$ cat src/rtl/arith_result_fifo.sv
// arith_result_fifo
//   First-word-fall-through result buffer placed behind the arithmetic unit.
//   Every cycle arith_flag is high the {carry_out, arith_out} pair is queued;
//   the consumer pops the head with rd_valid/rd_ready. Writes that find the
//   buffer full (and no simultaneous pop) are dropped and latch 'overflow'.
//
//   Handshake: a read transfer happens on a rising edge where rd_valid and
//   rd_ready are both high; rd_valid never depends on rd_ready, and the head
//   word is stable while rd_valid is high and rd_ready is low.
//
//   Build option: define ARITH_FIFO_CARRY_EN to store carry_out with each
//   result and return it on rd_carry; otherwise rd_carry is tied low and
//   entries are DATA_WIDTH bits wide.
module arith_result_fifo #(
    parameter  int DATA_WIDTH = 16,
    parameter  int DEPTH      = 8,
    localparam int ADDR_WIDTH = $clog2(DEPTH)
) (
    input  logic                  CLK,
    input  logic                  RST,
    input  logic [DATA_WIDTH-1:0] arith_out,
    input  logic                  carry_out,
    input  logic                  arith_flag,
    input  logic                  rd_ready,
    input  logic                  clr_ovf,
    output logic [DATA_WIDTH-1:0] rd_data,
    output logic                  rd_carry,
    output logic                  rd_valid,
    output logic                  full,
    output logic                  empty,
    output logic [ADDR_WIDTH:0]   count,
    output logic                  overflow
);

`ifdef ARITH_FIFO_CARRY_EN
    localparam int ENTRY_W = DATA_WIDTH + 1;
`else
    localparam int ENTRY_W = DATA_WIDTH;
`endif

    localparam logic [ADDR_WIDTH-1:0] PTR_ONE  = ADDR_WIDTH'(1);
    localparam logic [ADDR_WIDTH:0]   CNT_ONE  = (ADDR_WIDTH + 1)'(1);
    localparam logic [ADDR_WIDTH:0]   CNT_FULL = (ADDR_WIDTH + 1)'(DEPTH);

    logic [ENTRY_W-1:0]    mem_q [DEPTH];
    logic [ENTRY_W-1:0]    wr_entry;
    logic [ENTRY_W-1:0]    head_entry;

    logic [ADDR_WIDTH-1:0] wr_ptr_q, wr_ptr_d;
    logic [ADDR_WIDTH-1:0] rd_ptr_q, rd_ptr_d;
    logic [ADDR_WIDTH:0]   count_q,  count_d;
    logic                  overflow_q, overflow_d;

    logic                  wr_en;
    logic                  rd_fire;
    logic                  drop;

    // Status is decoded from the occupancy register only, so full and empty
    // are never ambiguous when the pointers are equal.
    assign empty    = (count_q == '0);
    assign full     = (count_q == CNT_FULL);
    assign rd_valid = ~empty;
    assign count    = count_q;
    assign overflow = overflow_q;

    // A pop frees a slot in the same cycle, so a write into a full buffer is
    // still accepted when the head is leaving.
    assign rd_fire = rd_valid & rd_ready;
    assign wr_en   = arith_flag & (~full | rd_fire);
    assign drop    = arith_flag & full & ~rd_fire;

    // Head word is presented straight from the array (fall-through).
    assign head_entry = mem_q[rd_ptr_q];
    assign rd_data    = head_entry[DATA_WIDTH-1:0];

`ifdef ARITH_FIFO_CARRY_EN
    assign wr_entry = {carry_out, arith_out};
    assign rd_carry = head_entry[DATA_WIDTH];
`else
    logic unused_carry;
    assign unused_carry = carry_out;
    assign wr_entry     = arith_out;
    assign rd_carry     = 1'b0;
`endif

    // Next-state for pointers, occupancy and the sticky overflow flag.
    always_comb begin
        wr_ptr_d   = wr_ptr_q;
        rd_ptr_d   = rd_ptr_q;
        count_d    = count_q;
        overflow_d = overflow_q;

        if (wr_en) begin
            wr_ptr_d = wr_ptr_q + PTR_ONE;
        end
        if (rd_fire) begin
            rd_ptr_d = rd_ptr_q + PTR_ONE;
        end

        if (wr_en && !rd_fire) begin
            count_d = count_q + CNT_ONE;
        end else if (rd_fire && !wr_en) begin
            count_d = count_q - CNT_ONE;
        end

        // A dropped write wins over a clear in the same cycle.
        if (drop) begin
            overflow_d = 1'b1;
        end else if (clr_ovf) begin
            overflow_d = 1'b0;
        end
    end

    // Control state with asynchronous active-low reset.
    always_ff @(posedge CLK or negedge RST) begin
        if (!RST) begin
            wr_ptr_q   <= '0;
            rd_ptr_q   <= '0;
            count_q    <= '0;
            overflow_q <= 1'b0;
        end else begin
            wr_ptr_q   <= wr_ptr_d;
            rd_ptr_q   <= rd_ptr_d;
            count_q    <= count_d;
            overflow_q <= overflow_d;
        end
    end

    // Storage array; not reset, stale words are unreachable once count is 0.
    always_ff @(posedge CLK) begin
        if (wr_en) begin
            mem_q[wr_ptr_q] <= wr_entry;
        end
    end

endmodule

$ cat config.mk
export PLATFORM = sky130hd
export DESIGN_NAME = arith_result_fifo
export DESIGN_NICKNAME = d
export VERILOG_FILES = /design/src/rtl/arith_result_fifo.sv
export SDC_FILE = /design/constraint.sdc
export NUM_CORES = 1
export LEC_CHECK = 0
export CORE_AREA = 2 2 129 131
export DETAILED_ROUTE_END_ITERATION = 8
export DIE_AREA = 0 0 131 133
export SYNTH_ARGS = -nofsm -noshare
export SYNTH_HDL_FRONTEND = slang
export SYNTH_SLANG_ARGS = --single-unit
$ cat constraint.sdc
create_clock -name CLK -period 3.6 [get_ports CLK]
set_clock_uncertainty 0.15 [all_clocks]
set_input_delay 0.72 -clock CLK [delete_from_list [all_inputs] [get_ports CLK]]
set_output_delay 0.72 -clock CLK [all_outputs]
set_load 0.03 [all_outputs]
==> results.yml <==
floorplanning:
  die_area_sq_um: 17420
  coreArea_sq_um: 16170
  die_h_um: 133
  die_x_um: 131
  start_util: 0.3413
  io_pins: 47
  num_rows: 47
detailed_routing:
  vias_per_cell: 4.823
  drc: 0
  drt_iter0_drc: 234
  drt-total-wl_um: 10110
  wl_per_cell_um: 18.41
  ant_nets: 0
  dr.pass1.iters: 4
  vias: 2648
clock_tree:
  htreeDepth: 4
  hold_buffers: 0
  clock-root-buffer: "clkbuf_16"
  cts-resized-gates: 0
  clock_latency_ns: 0.42
  clock_path_buffers: 2
  clkSinkCount: 139
  cts_setup_buffers: 0
  cts_tree: "yes"
  numCtsBuffers: 17
  clk_pin_slew_ns: 0.06
worst_setup_path:
  r2r_cells: 9
  crit_chain: "buf_12, mux4_2, mux2_2, clkdlybuf4s50_1"
  worstSetupPathDepth: 4
  cp_slowest_stage_delay_ns: 0.60
  crit_type: "flip-flop to primary output"
  cp.required_ns: 2.73
  critical-path-top-delay-family: "buffers and inverters"
  r2r_start: "count[0]"
  r2r_end: "count[3]"
  slowest_stage: "clkdlybuf4s50_1"
  worst-path-max-fanout: 32
  startpoint_type: "flip-flop"
  r2r_slack_ns: 0.45
  path_buf_inv: 2
  arrival_ns: 2.58
  endpoint_kind: "primary output"
finish:
  fin_util: 0.4282
  fin_nets: 345
  diodes: 0
  multiInputGateArea_sq_um: 1335
  drive_above_1_share: 0.3009
  fillCellCount: 1386
  regArea_sq_um: 4120
  fin_cells: 549
  areaGrowthSynthToFinish_pct: 25.48
status:
  status: "finished clean"
power:
  peakVddDrop_mv: 0.4833
  p_per_area_nw_per_um2: 880.7
  leakagePower_uw: 0.002273
  finalPower_uw: 6099
synthesis:
  synth_seq_area_share: 0.7463
  netlist_instances: 254
  synthFlopType: "edfxtp_1"
  postSynthAreaPerCell_sq_um: 21.73
  synth-edff-count: 128
  ys_ff_latch: 139
  synth_area_sq_um: 5519
  async_flop_share: 0.07914
  yosysWarnings: 0
  ys_types: 35
  synth.net_count: 282
placed_design:
  dpl.cell_count: 518
  io_buffers: 44
  preCtsSetupSlack_ns: 0.2176
  gp_congestion: 0.7091
  dp_hpwl_um: 6086
global_routing:
  grt_start_max_net_pins: 33
  grt_usage: 0.1314
  grt-ovfl-total: 0
  grt_antenna_before_repair: 0
  grt_pass1_vias: 2889
  grt_pass1_wl_um: 16090
sta:
  hold_viol: 0
  timing.slew.headroom: 0.6292
  setup_viol: 0
  fin_ws_ns: 0.1548
  finalMaxSlewViolations: 0
  fin_setup_tns_ns: 0
  fmax_mhz: 290.3
  fin_crit_ns: 3.445
  post-route-period-util: 0.9570
  rsz0062_at_grt: "false"
  worstMarginPinSlew_ns: 0.5542
job:
  timing.max_cap.violations: 0
min_path:
  whs_path_depth: 1
  hold_class: "flip-flop to flip-flop"
  worstHoldStart: "overflow"
  hold_end: "overflow"
==> layer usage <==
metal,vias up,GRT usage,wire length [um],share of wire
met5,-,0,0,0
met4,0,0.05615,124,0.012
met3,12,0.04650,468,0.046
met2,63,0.2110,5072,0.50
met1,1394,0.1600,4440,0.44
li1,1179,-,-,-
==> placed cells by master (no fill, tap or decap), types with 2 or more instances in the layout <==
master / count
nor3_2: 3
nor2_1: 2
dfrtp_1: 10
ha_1: 5
bufinv_16: 3
nand2_1: 4
buf_12: 6
clkinv_2: 5
nand3_1: 3
inv_1: 5
clkdlybuf4s50_1: 44
a21oi_1: 2
xnor2_1: 6
buf_4: 7
clkbuf_16: 17
o211ai_1: 4
mux2_2: 18
clkinv_1: 4
clkbuf_1: 2
mux4_2: 32
edfxtp_1: 128
==> cell usage after synthesis, types with 2 or more instances <==
cell type  instances  area share
buf_2              3      0.0027
o211ai_1           4      0.0054
nand3_1            3      0.0027
mux2_2            18       0.037
nor3_1             4      0.0036
inv_1              5      0.0034
ha_1               5       0.011
edfxtp_1         128        0.70
buf_6              3      0.0061
a21oi_1            2      0.0018
xnor2_1            6      0.0095
clkbuf_1           5      0.0034
mux4_2            32        0.13
nor2_1             2      0.0014
dfrtp_1           11       0.050
nand2_1            4      0.0027
==> registers in the layout, indices dropped and copies added, names as in the netlist <==
| signal | cells |
|---|---|
| mem_q | 128 |
| count | 4 |
| rd_ptr_q | 3 |
| overflow | 1 |
| wr_ptr_q | 3 |
==> cells by family after synthesis <==
| family | share of synthesized area |
|---|---|
| adder cells (fa/ha/maj) | 0.01496 |
| AO/OA/AOI/OAI | 0.01496 |
| AND/OR/NAND/NOR | 0.02403 |
| other | 0.0006795 |
| buffers and inverters | 0.01768 |
| multiplexers | 0.1718 |
| flip-flops | 0.7463 |
| XOR/XNOR | 0.009522 |
==> cell type report <==
class / count / share of cell area
clock inverters: 12 / 0.01879
inverters: 5 / 0.002710
well taps: 220 / 0.03975
repair buffers: 57 / 0.08853
clock buffers: 19 / 0.06251
flip-flops and latches: 139 / 0.5949
multi-input cells: 97 / 0.1928
==> metrics by stage <==
| stage | hold WS, ns | cell area [sq um] |
|---|---|---|
| 5_1_grt | 0.3846 | 6925 |
| 3_5_place_dp | 0.3387 | 6362 |
| 3_3_place_gp | 0.3333 | 6362 |
| 6_report | 0.3516 | 6925 |
| 4_1_cts | 0.3524 | 6925 |
| 2_1_floorplan | 0.2744 | 5519 |
==> worst max-delay path by stage <==
stage / from / to / slack [ns]
after floorplan: count[0] / mem_q[2][0] / 0.28
after global placement: rd_ready / count[3] / 0.29
after detailed placement: rd_ready / count[3] / 0.22
after CTS: rd_ptr_q[0] / rd_data[10] / 0.10
after global routing: rd_ptr_q[0] / rd_data[10] / 0.03
final: rd_ptr_q[0] / rd_data[10] / 0.15
==> worst register-to-register path: stages (launching register included) <==
cell and delay, ns:
dfrtp_1 0.48, or4b_4 0.61, o21ai_4 0.29, inv_1 0.08, ha_1 0.26, inv_1 0.15
ha_1 0.31, or4_1 0.49, o211ai_1 0.11, o211ai_1 0.10
==> where the power goes <==
| group | leakage (uW) | switching, uW | internal [uW] |
|---|---|---|---|
| combinational | 0.000700 | 1130 | 1090 |
| clock | 0.000280 | 594 | 1070 |
| sequential | 0.00129 | 169 | 2050 |
| total | 0.00227 | 1890 | 4210 |
Power figures use the tool's default switching activity.
